File: config.mk
export PLATFORM = sky130hd
export DESIGN_NAME = axi4_lite_arbiter
export DESIGN_NICKNAME = d
export VERILOG_FILES = /design/src/rtl/axi4_lite_pkg.sv /design/src/rtl/axi4_lite_rr_picker.sv /design/src/rtl/axi4_lite_arbiter.sv
export SDC_FILE = /design/constraint.sdc
export NUM_CORES = 1
export LEC_CHECK = 0
export CORE_AREA = 5 5 158 160
export CTS_BUF_LIST = sky130_fd_sc_hd__clkbuf_4
export DETAILED_ROUTE_END_ITERATION = 8
export DIE_AREA = 0 0 163 165
export SLEW_MARGIN = 0
export SYNTH_ARGS = -nofsm -noshare
export SYNTH_HDL_FRONTEND = slang
export SYNTH_HIERARCHICAL = 1
export SYNTH_SLANG_ARGS = --single-unit
File: constraint.sdc
create_clock -name ACLK -period 4.5 [get_ports ACLK]
set_input_delay 0.45 -clock ACLK [delete_from_list [all_inputs] [get_ports ACLK]]
set_output_delay 0.45 -clock ACLK [all_outputs]
set_load 0.05 [all_outputs]
File: src/rtl/axi4_lite_pkg.sv
// -----------------------------------------------------------------------------
// axi4_lite_pkg
// Shared definitions for the AXI4-Lite arbiter slice.
//   RESP_OKAY / RESP_SLVERR : AXI response codes used on B and R channels.
//   arb_state_t             : arbiter FSM states, also exported on the debug
//                             state output of axi4_lite_arbiter.
// -----------------------------------------------------------------------------
package axi4_lite_pkg;

   localparam logic [1:0] RESP_OKAY   = 2'b00;
   localparam logic [1:0] RESP_SLVERR = 2'b10;

   typedef enum logic [2:0] {
      IDLE    = 3'd0,
      WR      = 3'd1,
      WR_RESP = 3'd2,
      RD      = 3'd3,
      RD_DATA = 3'd4
   } arb_state_t;

endpackage

File: src/rtl/axi4_lite_rr_picker.sv
// -----------------------------------------------------------------------------
// axi4_lite_rr_picker
// Combinational round-robin picker. Scans the request vector starting at
// ptr_i and wrapping modulo NUM; the first set bit found wins. With ptr_i
// tied to zero it degenerates into lowest-index-wins fixed priority, which is
// how the arbiter builds its AXIL_ARB_FIXED_PRIO_EN variant.
// Ports:
//   req_i   [NUM]         request per master
//   ptr_i   [$clog2(NUM)] index searched first
//   idx_o   [$clog2(NUM)] winning index (0 when nobody requests)
//   valid_o               at least one request present
// -----------------------------------------------------------------------------
module axi4_lite_rr_picker
   import axi4_lite_pkg::*;
#(
   parameter int NUM = 2
) (
   input  logic [NUM-1:0]         req_i,
   input  logic [$clog2(NUM)-1:0] ptr_i,
   output logic [$clog2(NUM)-1:0] idx_o,
   output logic                   valid_o
);

   logic [$clog2(NUM)-1:0] cand;

   // Walk offsets from farthest to nearest so the nearest requester to ptr_i
   // is the last assignment and therefore wins.
   always_comb begin
      idx_o   = '0;
      valid_o = 1'b0;
      cand    = '0;
      for (int k = NUM - 1; k >= 0; k--) begin
         cand = ($clog2(NUM))'((int'(ptr_i) + k) % NUM);
         if (req_i[cand]) begin
            idx_o   = cand;
            valid_o = 1'b1;
         end
      end
   end

endmodule

File: src/rtl/axi4_lite_arbiter.sv
// -----------------------------------------------------------------------------
// axi4_lite_arbiter
// Shares one AXI4-Lite slave between NUM_MASTERS masters, one complete read or
// write transaction at a time, with round-robin fairness.
//
// Build option: define AXIL_ARB_FIXED_PRIO_EN for fixed priority (lowest index
// wins, rr_ptr held at 0). Default build is round-robin.
//
// Ports:
//   ACLK, ARESET        clock, synchronous active-high reset
//   M_AW*/M_W*/M_B*     per-master write channels (addr/data packed, master i
//                       at slice i); M_BRESP broadcast
//   M_AR*/M_R*          per-master read channels; M_RDATA/M_RRESP broadcast
//   S_*                 single master-side interface towards the slave
//   GRANT               index of current or last owner
//   BUSY                transaction in flight (state != IDLE)
//   DBG_STATE           current FSM state
//
// Handshake semantics: every channel transfers on a clock edge where VALID and
// READY are both high. Only the granted master ever sees READY (AW/W/AR) or
// VALID (B/R) high; every other master sees them low. Slave-side VALIDs only
// rise in the FSM state that owns the channel, and AW/W VALIDs drop as soon as
// that channel has transferred, so a master queuing its next W beat early
// cannot leak it into the current transaction.
// -----------------------------------------------------------------------------
module axi4_lite_arbiter
   import axi4_lite_pkg::*;
#(
   parameter int NUM_MASTERS = 2,
   parameter int DATA_WIDTH  = 32,
   parameter int ADDRESS     = 32
) (
   input  logic                              ACLK,
   input  logic                              ARESET,
   // masters: write address
   input  logic [NUM_MASTERS-1:0]            M_AWVALID,
   output logic [NUM_MASTERS-1:0]            M_AWREADY,
   input  logic [NUM_MASTERS*ADDRESS-1:0]    M_AWADDR,
   // masters: write data
   input  logic [NUM_MASTERS-1:0]            M_WVALID,
   output logic [NUM_MASTERS-1:0]            M_WREADY,
   input  logic [NUM_MASTERS*DATA_WIDTH-1:0] M_WDATA,
   input  logic [NUM_MASTERS*4-1:0]          M_WSTRB,
   // masters: write response
   output logic [NUM_MASTERS-1:0]            M_BVALID,
   input  logic [NUM_MASTERS-1:0]            M_BREADY,
   output logic [1:0]                        M_BRESP,
   // masters: read address
   input  logic [NUM_MASTERS-1:0]            M_ARVALID,
   output logic [NUM_MASTERS-1:0]            M_ARREADY,
   input  logic [NUM_MASTERS*ADDRESS-1:0]    M_ARADDR,
   // masters: read data
   output logic [NUM_MASTERS-1:0]            M_RVALID,
   input  logic [NUM_MASTERS-1:0]            M_RREADY,
   output logic [DATA_WIDTH-1:0]             M_RDATA,
   output logic [1:0]                        M_RRESP,
   // slave side
   output logic [ADDRESS-1:0]                S_AWADDR,
   output logic                              S_AWVALID,
   input  logic                              S_AWREADY,
   output logic [DATA_WIDTH-1:0]             S_WDATA,
   output logic [3:0]                        S_WSTRB,
   output logic                              S_WVALID,
   input  logic                              S_WREADY,
   input  logic [1:0]                        S_BRESP,
   input  logic                              S_BVALID,
   output logic                              S_BREADY,
   output logic [ADDRESS-1:0]                S_ARADDR,
   output logic                              S_ARVALID,
   input  logic                              S_ARREADY,
   input  logic [DATA_WIDTH-1:0]             S_RDATA,
   input  logic [1:0]                        S_RRESP,
   input  logic                              S_RVALID,
   output logic                              S_RREADY,
   // status
   output logic [$clog2(NUM_MASTERS)-1:0]    GRANT,
   output logic                              BUSY,
   output arb_state_t                        DBG_STATE
);

   localparam int GW = $clog2(NUM_MASTERS);

   arb_state_t    state_q, state_d;
   logic [GW-1:0] grant_q, grant_d;
   logic [GW-1:0] rr_ptr_q, rr_ptr_d;
   logic          aw_done_q, aw_done_d;
   logic          w_done_q, w_done_d;

   // ---------------------------------------------------------------- unpack
   logic [ADDRESS-1:0]    awaddr_a [NUM_MASTERS];
   logic [ADDRESS-1:0]    araddr_a [NUM_MASTERS];
   logic [DATA_WIDTH-1:0] wdata_a  [NUM_MASTERS];
   logic [3:0]            wstrb_a  [NUM_MASTERS];

   for (genvar i = 0; i < NUM_MASTERS; i++) begin : g_unpack
      assign awaddr_a[i] = M_AWADDR[i*ADDRESS +: ADDRESS];
      assign araddr_a[i] = M_ARADDR[i*ADDRESS +: ADDRESS];
      assign wdata_a[i]  = M_WDATA[i*DATA_WIDTH +: DATA_WIDTH];
      assign wstrb_a[i]  = M_WSTRB[i*4 +: 4];
   end

   // ---------------------------------------------------------------- picker
   logic [NUM_MASTERS-1:0] req;
   logic [GW-1:0]          pick_idx;
   logic                   pick_valid;
   logic [GW-1:0]          ptr_after;

   assign req = M_AWVALID | M_ARVALID;

   // In the fixed-priority build rr_ptr never leaves 0, so feeding it to the
   // picker is the same as tying the pointer to zero.
   axi4_lite_rr_picker #(.NUM(NUM_MASTERS)) u_picker (
      .req_i   (req),
      .ptr_i   (rr_ptr_q),
      .idx_o   (pick_idx),
      .valid_o (pick_valid)
   );

`ifdef AXIL_ARB_FIXED_PRIO_EN
   assign ptr_after = '0;
`else
   assign ptr_after = (grant_q == GW'(NUM_MASTERS - 1)) ? '0 : grant_q + GW'(1);
`endif

   // ---------------------------------------------------------------- state decode
   logic in_wr, in_wr_resp, in_rd, in_rd_data;

   assign in_wr      = (state_q == WR);
   assign in_wr_resp = (state_q == WR_RESP);
   assign in_rd      = (state_q == RD);
   assign in_rd_data = (state_q == RD_DATA);

   // ---------------------------------------------------------------- slave side mux
   assign S_AWADDR  = awaddr_a[grant_q];
   assign S_AWVALID = in_wr && !aw_done_q && M_AWVALID[grant_q];
   assign S_WDATA   = wdata_a[grant_q];
   assign S_WSTRB   = wstrb_a[grant_q];
   assign S_WVALID  = in_wr && !w_done_q && M_WVALID[grant_q];
   assign S_BREADY  = in_wr_resp && M_BREADY[grant_q];
   assign S_ARADDR  = araddr_a[grant_q];
   assign S_ARVALID = in_rd && M_ARVALID[grant_q];
   assign S_RREADY  = in_rd_data && M_RREADY[grant_q];

   // ---------------------------------------------------------------- master side demux
   assign M_BRESP = S_BRESP;
   assign M_RDATA = S_RDATA;
   assign M_RRESP = S_RRESP;

   always_comb begin
      M_AWREADY = '0;
      M_WREADY  = '0;
      M_ARREADY = '0;
      M_BVALID  = '0;
      M_RVALID  = '0;
      M_AWREADY[grant_q] = in_wr && !aw_done_q && S_AWREADY;
      M_WREADY[grant_q]  = in_wr && !w_done_q && S_WREADY;
      M_ARREADY[grant_q] = in_rd && S_ARREADY;
      M_BVALID[grant_q]  = in_wr_resp && S_BVALID;
      M_RVALID[grant_q]  = in_rd_data && S_RVALID;
   end

   // ---------------------------------------------------------------- FSM
   always_comb begin
      state_d   = state_q;
      grant_d   = grant_q;
      rr_ptr_d  = rr_ptr_q;
      aw_done_d = aw_done_q;
      w_done_d  = w_done_q;
      case (state_q)
         IDLE: begin
            if (pick_valid) begin
               grant_d   = pick_idx;
               // a master asking for both gets its write served first; the
               // read stays requested and wins a later grant
               state_d   = M_AWVALID[pick_idx] ? WR : RD;
               aw_done_d = 1'b0;
               w_done_d  = 1'b0;
            end
         end
         WR: begin
            if (S_AWVALID && S_AWREADY) aw_done_d = 1'b1;
            if (S_WVALID && S_WREADY)   w_done_d  = 1'b1;
            if (aw_done_d && w_done_d)  state_d   = WR_RESP;
         end
         WR_RESP: begin
            if (S_BVALID && S_BREADY) begin
               state_d   = IDLE;
               rr_ptr_d  = ptr_after;
               aw_done_d = 1'b0;
               w_done_d  = 1'b0;
            end
         end
         RD: begin
            if (S_ARVALID && S_ARREADY) state_d = RD_DATA;
         end
         RD_DATA: begin
            if (S_RVALID && S_RREADY) begin
               state_d  = IDLE;
               rr_ptr_d = ptr_after;
            end
         end
         default: state_d = IDLE;
      endcase
   end

   always_ff @(posedge ACLK) begin
      if (ARESET) begin
         state_q   <= IDLE;
         grant_q   <= '0;
         rr_ptr_q  <= '0;
         aw_done_q <= 1'b0;
         w_done_q  <= 1'b0;
      end else begin
         state_q   <= state_d;
         grant_q   <= grant_d;
         rr_ptr_q  <= rr_ptr_d;
         aw_done_q <= aw_done_d;
         w_done_q  <= w_done_d;
      end
   end

   assign GRANT     = grant_q;
   assign BUSY      = (state_q != IDLE);
   assign DBG_STATE = state_q;

endmodule
# After elaboration in Yosys (flattened, before gate mapping)
# Index checks and enable logic that the tools add are counted.
totals:
  register_bits: 7
  output_inout_bits: 156
  input_bits: 253
  elab_cells: 111
classes:
  eq_ne: 9
  bitwise_logic: 7
  n_addsub: 2
  n_lt_le_gt_ge: 6
  n_mux: 53
  reduce_logical: 29
op_table:
  columns: ["operator", "count"]
  rows:
  - ["two-way mux 32 bit", 9]
  - ["two-way mux 1 bit", 30]
  - ["logical AND 1 bit", 19]
  - ["two-way mux 3 bit", 5]
  - ["one-hot mux 3 bit (5 select lines)", 1]
  - ["two-way mux 4 bit", 3]
  - ["bitwise AND 2 bit", 5]
  - ["less-than comparator 1 x 2 -> 1 bit, second input constant", 4]
  - ["inequality test 2 x 1 -> 1 bit, second input constant", 4]
  - ["== test 3 x 2 -> 1 bit, second input constant", 2]
  - ["one-hot mux 1 bit (3 select lines)", 2]
  - ["AND reduction 3 bit", 2]
  - ["nonzero test 3 bit", 2]
  - ["AND reduction 5 bit", 1]
  - ["== test 3 x 1 -> 1 bit, second input constant", 1]
  - ["== test 3 bit, second input constant", 1]
  - ["zero test 3 bit", 1]
  - ["adder 1 bit, second input constant", 2]
  - [">= comparator 2 bit, second input constant", 1]
  - ["zero test 1 bit", 2]
  - ["two-way mux 2 bit", 1]
  - ["inequality test 2 bit, second input constant", 1]
  - ["NOT 1 -> 2 bit", 1]
  - ["OR 2 bit", 1]
  - ["5 further kinds", 5]

# Logic depth before layout (Yosys ltp)
# Gate-level depths: netlist (run 1).
logic_depth:
  word_depth: 10
  depth_mapped: 6
  mapped_depth_nobuf: 6

# Modules after synthesis
# Netlist (run 1), hierarchy kept.
modules_own_cells:
  columns: ["mod", "instances", "area_per_inst_um2", "cells_per_inst"]
  rows:
  - ["axi4_lite_arbiter", 1, 2057.0, 230]
  - ["axi4_lite_rr_picker", 1, 17.5, 3]

# Worst setup path before layout (run 1)
# No wires, ideal clock.
synth_path:
  path_kind: "flip-flop to output port"
  start: "reg grant_q (netlist: GRANT)"
  end: "out S_BREADY"
  required_time_ns: 4.050
  path_slack_ns: 1.414
  arrival_time_ns: 2.636
  path_stages_with_launch: 5
  path_cell_list: "dfxtp_1 > buf_2 > buf_2 > mux2i_1 > nor4_1"
synth_between:
  elab_chain_cells: 3
synth_lines:
  columns: ["item", "line_no", "source"]
  rows:
  - ["start, declared", "axi4_lite_arbiter.sv:84", "logic [GW-1:0] grant_q, grant_d;"]
  - ["start signal, assigned", "axi4_lite_arbiter.sv:215", "grant_q <= grant_d;"]
  - ["two-way mux 1 bit (not written as such) (2 in series)", "axi4_lite_arbiter.sv:139", "assign S_BREADY = in_wr_resp && M_BREADY[grant_q];"]
  - ["logical AND 1 bit", "axi4_lite_arbiter.sv:139", null]
  - ["end, declared", "axi4_lite_arbiter.sv:67", "output logic S_BREADY,"]
# No other way between the ends. The select of a mux whose other input is x is not followed.

# Worst setup path after layout (run 1)
layout_path:
  start: "reg state_q[0] (netlist: DBG_STATE[0])"
  end: "out M_WREADY[1]"
layout_between:
  elab_chain_cells: 4
layout_lines:
  columns: ["item", "line_no", "source"]
  rows:
  - ["start, declared", "axi4_lite_arbiter.sv:83", "arb_state_t state_q, state_d;"]
  - ["start signal, assigned", "axi4_lite_arbiter.sv:214", "state_q <= state_d;"]
  - ["== test 3 x 1 -> 1 bit", "axi4_lite_arbiter.sv:128", "assign in_wr = (state_q == WR);"]
  - ["logical AND 1 bit (2 in series)", "axi4_lite_arbiter.sv:156", "M_WREADY[grant_q] = in_wr && !w_done_q && S_WREADY;"]
  - ["bitwise AND 2 bit (no line)", null, null]
  - ["end, declared", "axi4_lite_arbiter.sv:41", "output logic [NUM_MASTERS-1:0] M_WREADY,"]
# No other way between the ends.

==> impl_results.md, run 1 <==
* Gpl congestion at 0.794
* 1st-iter DRT viols at a little under 60
* Fmax at about 0.33 GHz
* Area Growth Syn to Fin at 167%
* Pwr/cell area at 231 nW/um2
* I/O pins at 409
* Ys flop type: dfxtp_1
* Total negative slack at 0 ns
* Net count, final at between 700 and 800
* Clk sinks at 7
* Count of different cell masters after synthesis at 33
* Post-DP HPWL at 13,600 um
* Die Area at 26,900 um2
* DR WL/cell at 18.4 um
* Overall power at 1.28 mW
* CTS tree: built
* Rows at 56
* Clk pin slew, worst setup/hold paths at 0.06 ns
* Met3 wire length at 2010 um
* Element type at the critical path start: flip-flop
* Port bufs at 336
* Slew Limit Fails at 0
* Largest net degree at the start of global routing at between 50 and 60
* Area leader, netlist: mux2_2
* CTS Hold Bufs at 0
* Maximum VDD drop at roughly 0.00014 V
* Cell Area, Placed at 5510 um2
* Worst endpoint required time at a little over 4 ns
* Final ANT Viol Nets at 0
* Fin crit period at approximately 3 ns
* Syn nets at 486
* CP Max Fanout at 13
* Avg Vias per Cell at 3.42
* Critical path class: flip-flop to output port
* Post-CTS setup buffers at 0
* Gate Count Post-Synth at 233
* Routed met2 length at 7310 um
* First-pass GRT wire length at roughly 20,000 um
* Drt drc at 0
* Layout cells sized above 1 at 21.6%
* Syn_area_per_cell at 8.90 um2
* TritonRoute pass-1 iters at 4
* Seq cells post-synth at 7
* Clock skew at 0.00293 ns
* Area of the core at approximately 23,000 um2
* Die height at about 170 um
* Final period util at between 60% and 70%
* Post-synthesis cell area at roughly 2100 um2
* Worst-Margin Slew at 0.630 ns
* Clock Latency Late Sink at 0.25 ns
* PnR worst setup slack at ~1.5 ns
* Yosys warnings at 6
* Ant. Diodes at 0
* WP data arrival at around 2.5 ns
* Total clock buffers created by CTS at 3
* Min-Delay Path Class: flip-flop to flip-flop
* CP endpoint kind: output port
* Max layer used: met4
* Met1 Wirelength at 6120 um
* Storage element area at 144 um2
* Setup-failing EPs final at 0
* Maximum clock path buffer count at 2
* Total wire length at 15,500 um
* Total grt overflow at 0
* Starting Density at 8.92%
* Finished Cell Area at 5540 um2
* Max Cap Violations at 0
* Dpl ws at 1.78 ns
* RSZ-0062 raised after global routing: no
* Top-area cell type share of the netlist area at 54.3%
* Status: completed
* Seq/Total Area, Yosys at under 10%
* Final hold violation count at 0
* Initial antenna violation count at 0
* Clock root buffer: clkbuf_4
* Width of the chip at 163 um
* Main area contributors after synthesis: mux2_2 (54%), buf_4 (13%), dfxtp_1 (6.8%)
* Via count at roughly 2,900
* Vias in the first global route at just over 3,000
* Fill count at 2,561
* Number of synthesized flops with an enable pin at 0
* GRT Util Overall at 9.90%
* Max-slew headroom at roughly 58%
* H-tree lvl count at 1
* Post-CTS resize count at 0
* LEAKAGE at 1.92 nW
* Multi-input gate area at 1550 um2
* Async S/R FF share, synth at 0%
worst paths after layout:
kind,startpoint,end,slack [ns],cells after the start
setup / recovery,DBG_STATE[0]$_SDFFE_PP0P_,M_WREADY[1],1.51,4
hold / removal,rr_ptr_q$_SDFFE_PP0P_,rr_ptr_q$_SDFFE_PP0P_,0.51,2
setup reg to reg,GRANT$_SDFFE_PP0P_,DBG_STATE[1]$_SDFFE_PP0P_,2.71,5
hold reg to reg,rr_ptr_q$_SDFFE_PP0P_,rr_ptr_q$_SDFFE_PP0P_,0.51,2
routing by layer:
metal | global-route usage (%) | up-vias
met3 | 4.47 | 4
met2 | 17.0 | 220
li1 | - | 1379
met5 | 0 | -
met1 | 12.1 | 1272
met4 | 0.267 | 0
synthesized netlist by cell type (all sizes together) (2+ instances only):
cell,n
a211oi,2
a21oi,4
buf,52
dfxtp,7
inv,7
mux2,100
mux2i,7
nand2,5
nand4bb,2
nor2,17
nor3,2
nor4,2
o21ba,3
o31ai,2
or2,3
or3,4
or3b,2
flip-flops by register name, indices dropped and copies added, names as in the netlist:
signal,count
DBG_STATE,3
aw_done_q,1
w_done_q,1
rr_ptr_q,1
GRANT,1
layout by cell type (no fill, tap or decap), drive strengths merged, types with 2 or more instances in the layout:
master	count
or3	4
a21oi	4
nand4bb	2
nor2	17
a211oi	2
or3b	2
o21ba	3
clkdlybuf4s50	336
nor3	2
clkbuf	4
buf	2
mux2	100
o31ai	2
mux2i	7
nor4	2
or2	3
nand2	5
dfxtp	7
inv	7
critical path, stage by stage, from the launching register on:
cell and delay, ns:
dfxtp_1 0.53, or3b_1 0.48, or3_1 0.36, nor2_1 0.11
clkdlybuf4s50_1 0.81
logic make-up after synthesis:
group / after synthesis / synth area share, %
DFF: 7 / 6.75
and+or+nand+nor: 41 / 10.6
muxes: 107 / 57.7
AOI/OAI and AO/OA: 18 / 6.39
buffers and inverters: 60 / 18.6
area by class of cell:
cell class | instances | area share [%]
clock buffer | 4 | 0.542
inverter | 7 | 0.474
multi-input combinational | 166 | 27.9
tap | 319 | 7.21
sequential | 7 | 2.60
timing repair buffer | 338 | 61.2
per-stage QoR:
stage | hold WS, ns | util [%] | instances
floorplan | 0.455 | - | 233
global placement | 0.494 | 23.7 | 837
CTS | 0.510 | 23.8 | 841
detailed placement | 0.498 | 23.7 | 837
finish | 0.509 | 23.8 | 841
global route | 0.532 | 23.8 | 841
power breakdown:
group	switching [mW]	leakage (nW)	internal [mW]
Clock	0.0242	0.0184	0.0399
Sequential	0.0247	0.0580	0.0713
Combinational	0.628	1.84	0.489
Power figures use the tool's default switching activity.
==> run 2: changes to the inputs <==
--- a/config.mk
+++ b/config.mk
@@ -5,10 +5,10 @@
 export SDC_FILE = /design/constraint.sdc
 export NUM_CORES = 1
 export LEC_CHECK = 0
-export CORE_AREA = 5 5 158 160
+export CORE_AREA = 5 5 155 157
 export CTS_BUF_LIST = sky130_fd_sc_hd__clkbuf_4
 export DETAILED_ROUTE_END_ITERATION = 8
-export DIE_AREA = 0 0 163 165
+export DIE_AREA = 0 0 160 162
 export SLEW_MARGIN = 0
 export SYNTH_ARGS = -nofsm -noshare
 export SYNTH_HDL_FRONTEND = slang
==> constraint.sdc (replaced) <==
create_clock -name ACLK -period 2.5 [get_ports ACLK]
set_input_delay 0.25 -clock ACLK [delete_from_list [all_inputs] [get_ports ACLK]]
set_output_delay 0.25 -clock ACLK [all_outputs]
set_load 0.05 [all_outputs]
==> run 2 against run 1 <==
Die area down 3.6%. Utilization up 0.33 points. Combinational power up 80%. Hold slack worse by 0.016 ns. Clock skew down 0.0014 ns. Global-route usage up 1.4 points. First-iteration DRC count up 110%. Sequential share of layout area up 0.067 points. Total power up 81%.
==> impl_results.md, run 2 (synthesis gave the netlist of run 1 again) <==
* Max Cap Violations at 0
* Initial antenna violation count at 0
* RSZ-0062 raised after global routing: no
* Pwr/cell area at 429 nW/um2
* Clock root buffer: clkbuf_4
* Finished Cell Area at 5400 um2
* Dpl ws at a little over 0.4 ns
* Port bufs at approximately 340
* Ant. Diodes at 0
* Min-Delay Path Class: flip-flop to flip-flop
* Clk pin slew, worst setup/hold paths at 0.05 ns
* Crit. Startpoint: DBG_STATE[0]$_SDFFE_PP0P_
* Worst endpoint required time at 2.25 ns
* Drt drc at 0
* Die Area at 25,900 um2
* Setup-failing EPs final at 0
* Post-CTS resize count at 0
* Post-CTS setup buffers at 0
* Worst Hold Path EP: aw_done_q$_SDFFE_PP0P_
* TritonRoute pass-1 iters at 4
* Final period util at 94.7%
* Critical path class: flip-flop to output port
* WP data arrival at between 2 and 2.5 ns
* Width of the chip at 160 um
* 1st-iter DRT viols at 120
* CTS tree: built
* Die height at around 160 um
* Worst reg2reg path endpoint: w_done_q$_SDFFE_PP0P_
* Vias in the first global route at 3,099
* Total clock buffers created by CTS at 3
* Total negative slack at 0 ns
* Rows at 55
* Gpl congestion at about 0.76
* CP endpoint kind: output port
* Reg-to-Reg Start: GRANT$_SDFFE_PP0P_
* Clock Latency Late Sink at 0.26 ns
* Total wire length at about 16,000 um
* Psw at ~1.2 mW
* FF-to-FF setup slack at between 0.6 and 0.7 ns
* CP Max Fanout at 13
* Slew Limit Fails at 0
* Via count at approximately 2,900
* Max reg flops at 3
* Avg Vias per Cell at 3.57
* Most frequent cells in the layout: clkdlybuf4s50_1 (236), mux2_2 (100), buf_4 (94)
* LEAKAGE at 2.07 nW
* DR WL/cell at 20.1 um
* Maximum clock path buffer count at 2
* Worst hold path startpoint: aw_done_q$_SDFFE_PP0P_
* Status: completed
* Largest net degree at the start of global routing at 62
* Area of the core at about 22,000 um2
* Layout cells sized above 1 at 41.3%
* Final ANT Viol Nets at 0
* Final hold violation count at 0
* Area Growth Syn to Fin at 160%
* Overall power at 2.31 mW
* Element type at the critical path start: flip-flop
* Internal power at between 1 and 1.5 mW
* Flop pwr share at roughly 7.6%
* Switching share of power at between 50 and 60%
* Worst-Margin Slew at 0.513 ns
* GRT Util Overall at 11.3%
* Cell Area, Placed at 5370 um2
* Net count, final at between 700 and 800
* I/O pins at about 410
* Hold path cells at 2
* Commonest non-fill, non-tap cell in the layout: clkdlybuf4s50_1
* H-tree lvl count at 1
* Total grt overflow at 0
* CTS Hold Bufs at 0
* Logic pwr share at 87.4%
* Clock skew at 0.00153 ns
* PnR worst setup slack at 0.132 ns
* Fmax at 0.422 GHz
* Max-slew headroom at 65.7%
* R2r worst-path depth at 6
* Fin crit period at 2.37 ns
* Clock share of power at under 10%
* First-pass GRT wire length at 22,400 um
* Maximum VDD drop at 0.000352 V
* Clk sinks at 7
* Starting Density at 9.28%
* Post-DP HPWL at 14,600 um
run 2: changes by cell type in the layout (fill, tap and decap cells not counted), sizes merged:
cell / change
buf: +103
clkdlybuf4s50: -100
run 2: worst max-delay path, stage by stage, from the launching register on:
cell	delay, ns
dfxtp_1	0.56
and3b_1	0.31
nand2_1	0.09
nor2_1	0.09
clkdlybuf4s50_1	0.81
run 2: per-stage QoR:
stage                     cells  util [%]  hold slack (ns)
after floorplan             233         -            0.319
after global placement      806      24.0            0.493
after detailed placement    806      24.0            0.492
after CTS                   810      24.1            0.500
after global routing        810      24.1            0.500
final                       810      24.1            0.493
run 2: how the worst max path moves through the flow:
stage | cells after the start | end | slack (ns)
floorplan | 3 | S_AWVALID | 0.009
finish | 4 | M_ARREADY[0] | 0.13
global route | 4 | M_ARREADY[0] | 0.0003
detailed placement | 7 | DBG_STATE[0]$_SDFFE_PP0P_ | 0.41
CTS | 4 | M_ARREADY[0] | 0.14
global placement | 7 | DBG_STATE[0]$_SDFFE_PP0P_ | 0.43
run 2: final cells by class:
cell class,instances,area [um2]
fillers,2438,17000
repair buffers,341,3290
multi-input cells,166,1550
well taps,285,357
flip-flops and latches,7,144
clock buffers,4,30.0
inverters,7,26.3
run 2: power groups by stage:
| stage | logic [mW] | registers (mW) | clock network, mW |
|---|---|---|---|
| 3_5_place_dp | 2.04 | 0.178 | 0 |
| 3_3_place_gp | 2.05 | 0.177 | 0 |
| 2_1_floorplan | 1.34 | 0.182 | 0 |
| 5_1_grt | 2.12 | 0.180 | 0.125 |
| 6_report | 2.02 | 0.175 | 0.116 |
| 4_1_cts | 2.05 | 0.175 | 0.118 |
run 2: layer usage:
metal  up-vias  share of wire (%)  GRT usage (%)
li1       1385                  -              -
met1      1283                 43           14.8
met2       212                 45           17.7
met3        14                 11           4.97
met4         0                1.0           1.45
met5         -                  0              0
==> run 3: changes to the inputs <==
--- a/config.mk
+++ b/config.mk
@@ -5,10 +5,14 @@
 export SDC_FILE = /design/constraint.sdc
 export NUM_CORES = 1
 export LEC_CHECK = 0
+export CELL_PAD_IN_SITES_DETAIL_PLACEMENT = 1
+export CELL_PAD_IN_SITES_GLOBAL_PLACEMENT = 1
 export CORE_AREA = 5 5 155 157
 export CTS_BUF_LIST = sky130_fd_sc_hd__clkbuf_4
 export DETAILED_ROUTE_END_ITERATION = 8
 export DIE_AREA = 0 0 160 162
+export PLACE_DENSITY_LB_ADDON = 0.1
+export SETUP_SLACK_MARGIN = 0.4
 export SLEW_MARGIN = 0
 export SYNTH_ARGS = -nofsm -noshare
 export SYNTH_HDL_FRONTEND = slang
==> run 3 against run 2 <==
Clock power about the same. Sequential share of layout area about the same. Wire length up 5.4%. Hold slack better by 0.0072 ns. Non-clock buffer count down 1. Count of clock-buffer cells in the layout unchanged. Clock skew up 0.0072 ns. Via count up 2.5%. Sequential cell count unchanged. Largest power group unchanged. Sequential power down 9%. First-iteration DRC count down 49%.
==> impl_results.md, run 3 (synthesis gave the netlist of run 1 again) <==
* Status: completed
* Initial antenna violation count at 1
* CP endpoint kind: output port
* Avg Vias per Cell at 3.67
* H-tree lvl count at 1
* Worst Hold Path EP: M_RRESP[1]
* Post-CTS resize count at 48
* First-pass GRT wire length at roughly 24,000 um
* WP data arrival at between 1.5 and 2 ns
* Worst reg2reg path endpoint: w_done_q$_SDFFE_PP0P_
* Total negative slack at 0 ns
* CTS Hold Bufs at 0
* Final period util at 81.2%
* R2r worst-path depth at 5
* Fin crit period at 2.03 ns
* I/O pins at 409
* CTS tree: built
* Worst-Margin Slew at 0.560 ns
* Slew Limit Fails at 0
* Max reg flops at 3
* Met3 Use GR at around 5.0%
* Largest net degree at the start of global routing at 57
* Post-DP HPWL at between 15,000 and 20,000 um
* Most frequent cells in the layout: clkdlybuf4s50_1 (219), mux2_2 (100), buf_4 (66)
* Hold path cells at 0
* Reg-to-Reg Start: GRANT$_SDFFE_PP0P_
* FF-to-FF setup slack at around 0.71 ns
* CP top delay family: buffers and inverters
* Worst hold path startpoint: S_RRESP[1]
* Post-CTS setup buffers at 0
* Overall power at 2.26 mW
* Commonest non-fill, non-tap cell in the layout: clkdlybuf4s50_1
* Clk sinks at 7
* Most crowded layer after global routing: met2
* Drt drc at 0
* Ant. Diodes at 0
* Fmax at 0.492 GHz
* Final core utilization at roughly a quarter
* Die Area at between 20,000 and 30,000 um2
* Storage element area at 146 um2
* Vias in the first global route at 3,225
* TritonRoute pass-1 iters at 4
* Worst endpoint required time at roughly 2.3 ns
* 1st-iter DRT viols at 61
* DR WL/cell at 21.3 um
* Clock skew at 0.00869 ns
* Maximum VDD drop at 0.000213 V
* Clk pin slew, worst setup/hold paths at 0.06 ns
* Net count, final at 778
* Width of the chip at between 150 and 200 um
* Area of the core at 22,400 um2
* Gpl congestion at 0.771
* Die height at 162 um
* RSZ-0062 raised after global routing: no
* Clock Latency Late Sink at around 0.25 ns
* Element type at the critical path start: flip-flop
* Area Growth Syn to Fin at 163%
* Layout cells sized above 1 at about two fifths
* Max-slew headroom at 62.8%
* Final ANT Viol Nets at 0
* GR Util met1 at 12.7%
* Setup-failing EPs final at 0
* Pwr/cell area at 414 nW/um2
* Crit-path max cell delay at 0.43 ns
* Fill count at 2,606
* Total grt overflow at 0
* Total clock buffers created by CTS at 3
* Total wire length at approximately 17,000 um
* Clock root buffer: clkbuf_4
* CP max stage cell: dlygate4sd2_1
* Final hold violation count at 0
* Starting Density at under 10%
* GRT Util Overall at between 10% and 20%
* Bufs and invs on worst path at 2
* Max Cap Violations at 0
* Crit-path cells: buf_12, mux2_2, dlygate4sd2_1
* Rows at 55
* Met2 GRT Util at 22.9%
* Critical path class: flip-flop to output port
* CP Max Fanout at 56
* Maximum clock path buffer count at 2
* Via count at just under 3,000
* Min-Delay Path Class: input pin to output port
* LEAKAGE at 2.10 nW
* Port bufs at 336
* Multi-input gate area at ~1600 um2
[run 3: routing by layer]
metal  routed length, um  up-vias
met1                6230     1383
met5                  13        -
met4                 149        2
met3                1680       12
li1                    -     1382
met2                9120      186
[run 3: area by class of cell]
type | instances | share of cell area [%]
clock buffer | 4 | 0.550
inverter | 7 | 0.481
multi-input combinational | 166 | 29.7
sequential | 7 | 2.68
tap | 285 | 6.53
timing repair buffer | 340 | 60.1
[run 3: how the worst max path moves through the flow]
stage | to | start | cells past startpoint
final | S_AWADDR[12] | GRANT$_SDFFE_PP0P_ | 3
after global routing | S_AWVALID | GRANT$_SDFFE_PP0P_ | 4
after CTS | S_WSTRB[0] | GRANT$_SDFFE_PP0P_ | 4
after detailed placement | DBG_STATE[0]$_SDFFE_PP0P_ | M_AWVALID[0] | 7
after global placement | DBG_STATE[0]$_SDFFE_PP0P_ | M_AWVALID[0] | 7
after floorplan | S_AWVALID | DBG_STATE[0]$_SDFFE_PP0P_ | 3
[run 3: worst reg2reg max path, cell delays in order (launching register included)]
cell and delay [ns]:
dfxtp_4 0.37, buf_12 0.31, mux2i_2 0.49, a2bb2oi_1 0.30
o31ai_1 0.10, a21oi_1 0.14
[run 3: report_power, final]
group          switching, mW  internal (mW)
clock                 0.0446         0.0720
combinational           1.16          0.827
sequential            0.0300          0.130
[run 3: stage by stage]
| stage | hold slack [ns] | setup WS, ns | std cells | area (um2) |
|---|---|---|---|---|
| floorplan | 0.315 | 0.00895 | 233 | 2140 |
| global placement | 0.490 | 0.461 | 805 | 5470 |
| detailed placement | 0.500 | 0.437 | 805 | 5470 |
| CTS | 0.500 | 0.421 | 809 | 5460 |
| global route | 0.500 | 0.402 | 809 | 5460 |
| finish | 0.500 | 0.469 | 809 | 5460 |
